### src/rtl/alu_issue_sequencer.sv
// alu_issue_sequencer
//
// Front-end control unit for an external ALU. It takes one 16-bit
// instruction at a time over a valid/ready handshake and reads both
// operands from an external register file. It then holds the ALU control
// code and operands steady for one execute cycle, captures what the ALU
// produces, and issues a single-cycle register writeback strobe.
// A skip-type op whose ALU skip output is set squashes the next
// accepted instruction.
//
// Instruction format: [15:12] op, [11:8] rd, [7:4] ra, [3:0] rb / imm4.
//
// Ports:
//   clk, reset            rising-edge clock, synchronous active-high reset
//   instr, instr_valid    instruction offered by the fetch side
//   instr_ready           high only while idle; transfer = valid && ready
//   rf_addr_a/b           register file read addresses (ra, rb)
//   rf_data_a/b           combinational register file read data
//   alu_operand_A/B       registered ALU operands
//   alu_control           registered ALU op code (14 = ALU holds state)
//   alu_result            ALU result
//   alu_compare_flags     ALU {gt, lt, eq}
//   alu_zero, alu_skip    ALU zero indicator and should-skip output
//   wb_en/wb_addr/wb_data one-cycle register writeback
//   cmp_flags_q           flags from the most recent compare (op 11)
//   zero_q                zero indicator from the most recent writeback op
//   skip_pending          the next accepted instruction will be discarded
//   illegal_op            one-cycle pulse after op 15 is accepted

module alu_issue_sequencer #(
    parameter int DATA_W  = 16,
    parameter int RADDR_W = 4
) (
    input  logic               clk,
    input  logic               reset,
    input  logic [15:0]        instr,
    input  logic               instr_valid,
    output logic               instr_ready,
    output logic [RADDR_W-1:0] rf_addr_a,
    output logic [RADDR_W-1:0] rf_addr_b,
    input  logic [DATA_W-1:0]  rf_data_a,
    input  logic [DATA_W-1:0]  rf_data_b,
    output logic [DATA_W-1:0]  alu_operand_A,
    output logic [DATA_W-1:0]  alu_operand_B,
    output logic [3:0]         alu_control,
    input  logic [DATA_W-1:0]  alu_result,
    input  logic [2:0]         alu_compare_flags,
    input  logic               alu_zero,
    input  logic               alu_skip,
    output logic               wb_en,
    output logic [RADDR_W-1:0] wb_addr,
    output logic [DATA_W-1:0]  wb_data,
    output logic [2:0]         cmp_flags_q,
    output logic               zero_q,
    output logic               skip_pending,
    output logic               illegal_op
);

    typedef enum logic [1:0] {
        S_IDLE,
        S_READ,
        S_EXEC,
        S_WB
    } state_t;

    localparam logic [3:0] OP_CMP     = 4'd11;
    localparam logic [3:0] OP_NOP     = 4'd14;
    localparam logic [3:0] OP_ILLEGAL = 4'd15;

    state_t      state;
    logic [15:0] instr_q;

    logic [3:0]  op_q;
    assign op_q = instr_q[15:12];

    // Ops whose result goes back to the register file.
    function automatic logic is_wb_op(input logic [3:0] op);
        return op inside {4'd0, 4'd1, 4'd2, 4'd5, 4'd6, 4'd7, 4'd8, 4'd9, 4'd10};
    endfunction

    // Ops whose ALU skip output is meaningful.
    function automatic logic is_skip_op(input logic [3:0] op);
        return op inside {4'd3, 4'd4, 4'd12, 4'd13};
    endfunction

    // Read addresses come straight from the latched instruction; they only
    // matter during READ, when the operands are registered.
    assign rf_addr_a = RADDR_W'(instr_q[7:4]);
    assign rf_addr_b = RADDR_W'(instr_q[3:0]);

    // Sequencer FSM. Every output is registered here. A squashed, illegal or
    // NOP instruction is consumed in IDLE without touching the ALU, so
    // instr_ready stays high for those.
    always_ff @(posedge clk) begin
        if (reset) begin
            state         <= S_IDLE;
            instr_q       <= '0;
            instr_ready   <= 1'b1;
            alu_operand_A <= '0;
            alu_operand_B <= '0;
            alu_control   <= OP_NOP;
            wb_en         <= 1'b0;
            wb_addr       <= '0;
            wb_data       <= '0;
            cmp_flags_q   <= '0;
            zero_q        <= 1'b0;
            skip_pending  <= 1'b0;
            illegal_op    <= 1'b0;
        end else begin
            wb_en      <= 1'b0;
            illegal_op <= 1'b0;
            case (state)
                S_IDLE: begin
                    if (instr_valid) begin
                        if (skip_pending) begin
                            skip_pending <= 1'b0;
                        end else if (instr[15:12] == OP_ILLEGAL) begin
                            illegal_op <= 1'b1;
                        end else if (instr[15:12] != OP_NOP) begin
                            instr_q     <= instr;
                            instr_ready <= 1'b0;
                            state       <= S_READ;
                        end
                    end
                end
                S_READ: begin
                    alu_operand_A <= rf_data_a;
                    if (op_q inside {4'd2, 4'd5, 4'd6})
                        alu_operand_B <= {{(DATA_W-4){1'b0}}, instr_q[3:0]};
                    else if (op_q inside {4'd10, 4'd12, 4'd13})
                        alu_operand_B <= '0;
                    else
                        alu_operand_B <= rf_data_b;
                    alu_control <= op_q;
                    state       <= S_EXEC;
                end
                S_EXEC: begin
                    // alu_skip is stale for non-skip ops and must not be used.
                    if (is_wb_op(op_q)) begin
                        wb_data <= alu_result;
                        zero_q  <= alu_zero;
                        wb_en   <= 1'b1;
                        wb_addr <= RADDR_W'(instr_q[11:8]);
                    end else if (op_q == OP_CMP) begin
                        cmp_flags_q <= alu_compare_flags;
                    end else if (is_skip_op(op_q)) begin
                        skip_pending <= alu_skip;
                    end
                    state <= S_WB;
                end
                S_WB: begin
                    alu_control <= OP_NOP;
                    instr_ready <= 1'b1;
                    state       <= S_IDLE;
                end
                default: begin
                    state <= S_IDLE;
                end
            endcase
        end
    end

endmodule

### config.mk
export PLATFORM = sky130hd
export DESIGN_NAME = alu_issue_sequencer
export DESIGN_NICKNAME = d
export VERILOG_FILES = /design/src/rtl/alu_issue_sequencer.sv
export SDC_FILE = /design/constraint.sdc
export NUM_CORES = 1
export LEC_CHECK = 0
export CAP_MARGIN = 20
export CORE_MARGIN = 1.5
export CORE_UTILIZATION = 40
export CTS_BUF_LIST = sky130_fd_sc_hd__clkbuf_4 sky130_fd_sc_hd__clkbuf_8 sky130_fd_sc_hd__clkbuf_16
export DETAILED_ROUTE_END_ITERATION = 7
export PLACE_DENSITY = 0.75
export RECOVER_POWER = 25
export SETUP_SLACK_MARGIN = 0.4
export SLEW_MARGIN = 40
export SYNTH_ARGS = -nofsm -noshare
export SYNTH_HDL_FRONTEND = slang
export SYNTH_SLANG_ARGS = --single-unit
### constraint.sdc
create_clock -name clk -period 2.1 [get_ports clk]
set_input_delay 0.315 -clock clk [delete_from_list [all_inputs] [get_ports clk]]
set_output_delay 0.315 -clock clk [all_outputs]
set_load 0.02 [all_outputs]
==> results.toml, run 1 <==
[status]
outcome = "finished, final reports clean"

[layout]
multiInputGateArea_um2 = 1700
fin_util_pct = 59.4
nFillCells = 765
drive_gt1_share_pct = 6.13
n_antenna_cell = 0
postLayoutCellArea_um2 = 5180
final-seq-area_um2 = 1640
fin_nets = 594
syn_to_final_growth_pct = 44.1

[floorplanning]
die_w_um = 97.8
ios = 144
die_area_um2 = 9570
start_util_pct = 41.2
fp-row-count = 34
die_h_um = 97.8
core_um2 = 8720

[worst_setup_path]
cpMostUsedCell = "inv_1"
crit_arrival_ps = 2000
cp_max_fo = 22
required_ps = 2390
worst_path_max_delay_cell = "dfxtp_1"
crit_chain = "inv_1 > ha_1 > inv_1 > a211oi_4 > buf_12 > mux2i_1"
end_kind = "flop"
path_class = "reg2reg"
crit_buf_inv = 3
critPathLaunchType = "flop"
crit_family = "buffers and inverters"
slowest_delay_ps = 360

[timing]
tns_ps = 0
min_period_over_period_pct = 81.7
finalHoldViolCount = 0
max-slew-margin-rel_pct = 60.5
rsz0062_at_grt = "yes"
max_freq_mhz = 583
whs_ps = 454
period_needed_ps = 1710
skew_ps = 14.6
slew_viol_final = 0
setup_viol = 0
worst_pin_slew_ps = 591

[worst_hold_path]
hp-class = "reg2reg"

[global_route]
grt_use_total_pct = 19.0
grt_max_degree = 54
grt_overflow = 0
grt_pass1_vias = 3094
grt_first_pass_wirelength_um = 14900
antenna_found_initial = 0

[logic_synthesis]
ys_seq_area_share_pct = 45.7
yosysMostFrequentCell = "dfxtp_1"
ys_types = 38
yosys-top-cells-count = "82 x dfxtp_1, 49 x nand2_1, 42 x mux2i_1"
async_reset_ff_share_pct = 0
synth_seq_cells = 82
synth_edf_count = 0
yosysTopAreaCellShare_pct = 45.7
synth.net_count = 475
synthFlopType = "dfxtp_1"
synth_area_per_cell_um2 = 9.04
syn_area_um2 = 3600
ys_top_cells_by_area = "dfxtp_1 46%, mux2i_1 12%, nand2_1 5.1%"
syn_inst = 398
ys_warn_count = 0
yosysTopAreaCell = "dfxtp_1"

[drt]
dr_total_vias = 3240
drt-vias-per-instance = 5.14
drt_first_pass_iters = 6
routedWlPerCell_um = 14.4
wirelength_um = 9090
postRouteAntennaNets = 0
drc = 0
drt-initial-drc-count = 147

[clock_network]
cts_made_buffers = 9
cts_root_buffer = "clkbuf_8"
clk_pin_slew_ps = 90
clk_path_buf_depth = 2
htreeDepth = 3
clk-insertion-delay-late_ps = 350
cts.sink_count = 82
cts_tree = "yes"

[pwr]
power_density_nw_per_um2 = 1070
total_power_mw = 5.54
p_leak_nw = 1.83
ir_drop_uv = 490

[placement]
place_congestion = 0.770
dp_hpwl_um = 6490
port-buffer-count = 143
place_area_um2 = 5000

[flow_run]
drv_cap = 0
## layout make-up
class	count	area share, %
multi-input combinational	265	32.8
sequential	82	31.7
timing repair buffer	153	29.0
tap	108	2.61
clock buffer	10	2.54
clock inverter	6	0.966
inverter	6	0.435
## path summary, 6_finish.rpt
kind / from / endpoint / slack (ps) / depth (start not counted)
hold / removal: instr_q[11] / wb_addr[3] / 450 / 2
setup reg to reg: state[0] / wb_data[13] / 390 / 6
setup / recovery: state[0] / wb_data[13] / 390 / 6
hold reg to reg: instr_q[11] / wb_addr[3] / 450 / 2
## logic make-up (layout without fill, tap and decap cells)
group	count (synthesis)	count (layout)	synth area share [%]
AND/OR/NAND/NOR	135	135	18.5
buffers and inverters	51	175	7.52
adder cells (fa/ha/maj)	5	5	1.74
flip-flops	82	82	45.7
AO/OA/AOI/OAI	83	83	14.9
multiplexers	42	42	11.7
## through the flow
step	setup WS [ps]	cells
CTS	410	630
floorplan	501	398
detailed placement	238	613
finish	385	630
global placement	295	613
global route	213	630
## power by group
group	switching (mW)	total (mW)	leakage [nW]	internal, mW
logic	1.22	2.38	1.08	1.16
clock network	0.607	1.06	0.0805	0.455
registers	0.219	2.09	0.669	1.88
total	2.05	5.54	1.83	3.49
## sequential cells by signal, indices dropped and copies added, names as in the netlist
| signal | flops |
|---|---|
| instr_ready | 1 |
| skip_pending | 1 |
| alu_operand_A | 16 |
| instr_q | 16 |
| wb_en | 1 |
| state | 2 |
| alu_control | 4 |
| wb_addr | 4 |
| zero_q | 1 |
| illegal_op | 1 |
| wb_data | 16 |
| cmp_flags_q | 3 |
| alu_operand_B | 16 |
## placed cells by master (no fill, tap or decap), types with 2 or more instances in the layout
cell type / instances
nand2b_1: 14
o211ai_1: 3
ha_1: 4
clkdlybuf4s50_1: 136
nand2_1: 49
inv_1: 5
o21a_1: 2
o2111ai_1: 3
nand3_1: 14
a311oi_1: 4
o221ai_1: 16
and2_1: 15
o21ai_0: 21
clkbuf_8: 9
buf_4: 8
dfxtp_1: 82
nand4_1: 3
buf_12: 2
nand3b_1: 2
clkinvlp_4: 4
nor3_1: 4
nor2_1: 24
a21oi_1: 31
mux2i_1: 42
clkbuf_1: 4
## worst reg2reg max path, cell delays in order (launching register included)
cell	delay (ps)
dfxtp_1	360
inv_1	140
ha_1	350
inv_1	140
a211oi_4	220
buf_12	230
mux2i_1	220
## routing by layer
metal | global-route usage, % | up-vias | part of all wire (%)
li1 | - | 1614 | -
met1 | 24.0 | 1528 | 44
met2 | 32.0 | 89 | 50
met3 | 4.44 | 9 | 4.8
met4 | 6.37 | 0 | 1.2
met5 | 0 | - | 0
## repair_timing
item | in CTS | in global routing
setup buffers | 1 | 0
cloned | 0 | 0
endpoints found under the setup margin | 15 | 45
pin swaps | 1 | 0
gates resized for setup | 1 | 9
hold buffers | 0 | 0
Note: power is estimated with default switching activity, not from simulation.
==> inputs of run 2 (changes only) <==
Clock period 2.1 ns to 1.76 ns, I/O delays scaled along.
==> run 2 against run 1 <==
Effect of this change:
- combinational power is 47% higher
- worst hold slack worse by 76 ps
- routed wire length is 19% higher
- via count is 6.8% higher
- die area stayed put
- sequential power is 20% higher
- cell area is 8.2% higher
- highest routed layer unchanged
==> results.toml, run 2 (synthesis results as in run 1) <==
[drt]
postRouteAntennaNets = 0
drt-initial-drc-count = 134
routedWlPerCell_um = 16.4
drt_first_pass_iters = 4
wirelength_um = 10800
drc = 0
dr_total_vias = 3459
drt-vias-per-instance = 5.25

[layout]
postLayoutCellArea_um2 = 5610
fin_nets = 623
multiInputGateArea_um2 = 1850
n_antenna_cell = 0
final-seq-area_um2 = 1660
fin_util_pct = 64.3
final_cell_mix = "76 x dfxtp_1, 69 x clkdlybuf4s50_1, 61 x dlygate4sd2_1"
nFillCells = 729
drive_gt1_share_pct = 16.5
syn_to_final_growth_pct = 55.9
final_common_cell = "dfxtp_1"
instances_no_fill = 659

[pwr]
p_clk_share_pct = 17.7
ir_drop_uv = 535
p_leak_nw = 2.30
switching_share_pct = 37.5
pwr-share-seq_pct = 34.3
total_power_mw = 7.27
combPwrFrac_pct = 48.0
power_density_nw_per_um2 = 1300
internal_power_mw = 4.54
p_sw_mw = 2.73

[worst_hold_path]
hold_path_end = "state[0]"
hp-class = "in2reg"
min-delay-start = "reset"
hold_depth = 3

[floorplanning]
die_area_um2 = 9570
ios = 144
start_util_pct = 41.2
core_um2 = 8720
die_h_um = 97.8
fp-row-count = 34
die_w_um = 97.8

[clock_network]
cts_tree = "yes"
cts.sink_count = 82
clk_pin_slew_ps = 80
cts_root_buffer = "clkbuf_8"
clk_path_buf_depth = 2
htreeDepth = 3
cts_made_buffers = 9
cts_hold_buffers = 0
clk-insertion-delay-late_ps = 360

[timing]
finalHoldViolCount = 0
slew_viol_final = 0
worst_pin_slew_ps = 587
min_period_over_period_pct = 87.0
period_needed_ps = 1530
max_freq_mhz = 653
max-slew-margin-rel_pct = 60.9
setup_viol = 0
tns_ps = 0
skew_ps = 10.1
rsz0062_at_grt = "yes"

[placement]
place_congestion = 0.850
dp.cells = 617
port-buffer-count = 143
dp_hpwl_um = 6680
place_area_um2 = 5040

[global_route]
grt_pass1_vias = 3453
antenna_found_initial = 0
grt_max_degree = 54
grt_first_pass_wirelength_um = 16900
grt_use_total_pct = 21.9
grt_overflow = 0

[worst_setup_path]
r2r_slack_ps = 230
critPathLaunchType = "flop"
crit_arrival_ps = 1810
r2r_cells = 7
rr_endpoint = "zero_q"
r2r-start = "state[0]"
cp_max_fo = 6
path_class = "reg2reg"
required_ps = 2040
end_kind = "flop"

[flow_run]
drv_cap = 0

[status]
outcome = "finished, final reports clean"
-- run 2: worst max-delay path by stage --
stage	startpoint	end	cells past startpoint
after floorplan	state[0]	wb_data[10]	7
after global placement	instr_q[13]	alu_operand_B[2]	3
after detailed placement	instr_q[13]	alu_operand_B[1]	3
after CTS	skip_pending	skip_pending	1
after global routing	state[0]	alu_operand_B[14]	6
final	state[0]	zero_q	7
-- run 2: power by group through the flow --
stage	combinational (mW)	clock, mW	sequential [mW]
2_1_floorplan	1.55	0	2.82
3_3_place_gp	2.84	0	2.52
3_5_place_dp	2.89	0	2.54
4_1_cts	3.23	1.28	2.48
5_1_grt	3.74	1.38	2.55
6_report	3.49	1.28	2.50
-- run 2: metrics by stage --
step / hold slack [ps] / setup WS, ps
2_1_floorplan: 406 / 280
3_3_place_gp: 442 / 171
3_5_place_dp: 449 / 135
4_1_cts: 363 / 349
5_1_grt: 420 / 134
6_report: 378 / 229
-- run 2: repair_timing --
item                                    in CTS  in global routing
buffers inserted                            14                  4
resized for setup                          105                 61
cloned                                       4                  4
endpoints found under the setup margin     149                 69
pin swaps                                    6                 11
-- run 2: cell type report --
class	count	share of cell area [%]
Clock buffer	12	2.72
Clock inverter	4	0.491
Inverter	6	0.580
Multi-Input combinational cell	267	32.9
Sequential cell	82	29.7
Tap cell	108	2.41
Timing Repair Buffer	180	31.2
-- run 2: worst max-delay path, cell delays in order (launching register included) --
cell and delay, ps:
dfxtp_4 360, inv_6 70, ha_1 240, inv_4 50, a211oi_4 200, buf_6 170, buf_16 140, mux2i_2 220
-- run 2: layer usage --
metal,vias to the layer above,GRT usage (%),wire [um]
met2,89,36.9,5320
met4,0,10.2,272
li1,1679,-,-
met5,-,0,0
met1,1665,26.9,4780
met3,26,4.29,435
==> inputs of run 3 (changes only) <==
Settings changed: CAP_MARGIN 20 to 25.
==> results of run 3 <==
Same layout as run 2: the final DEF is identical, and so are final timing and power.
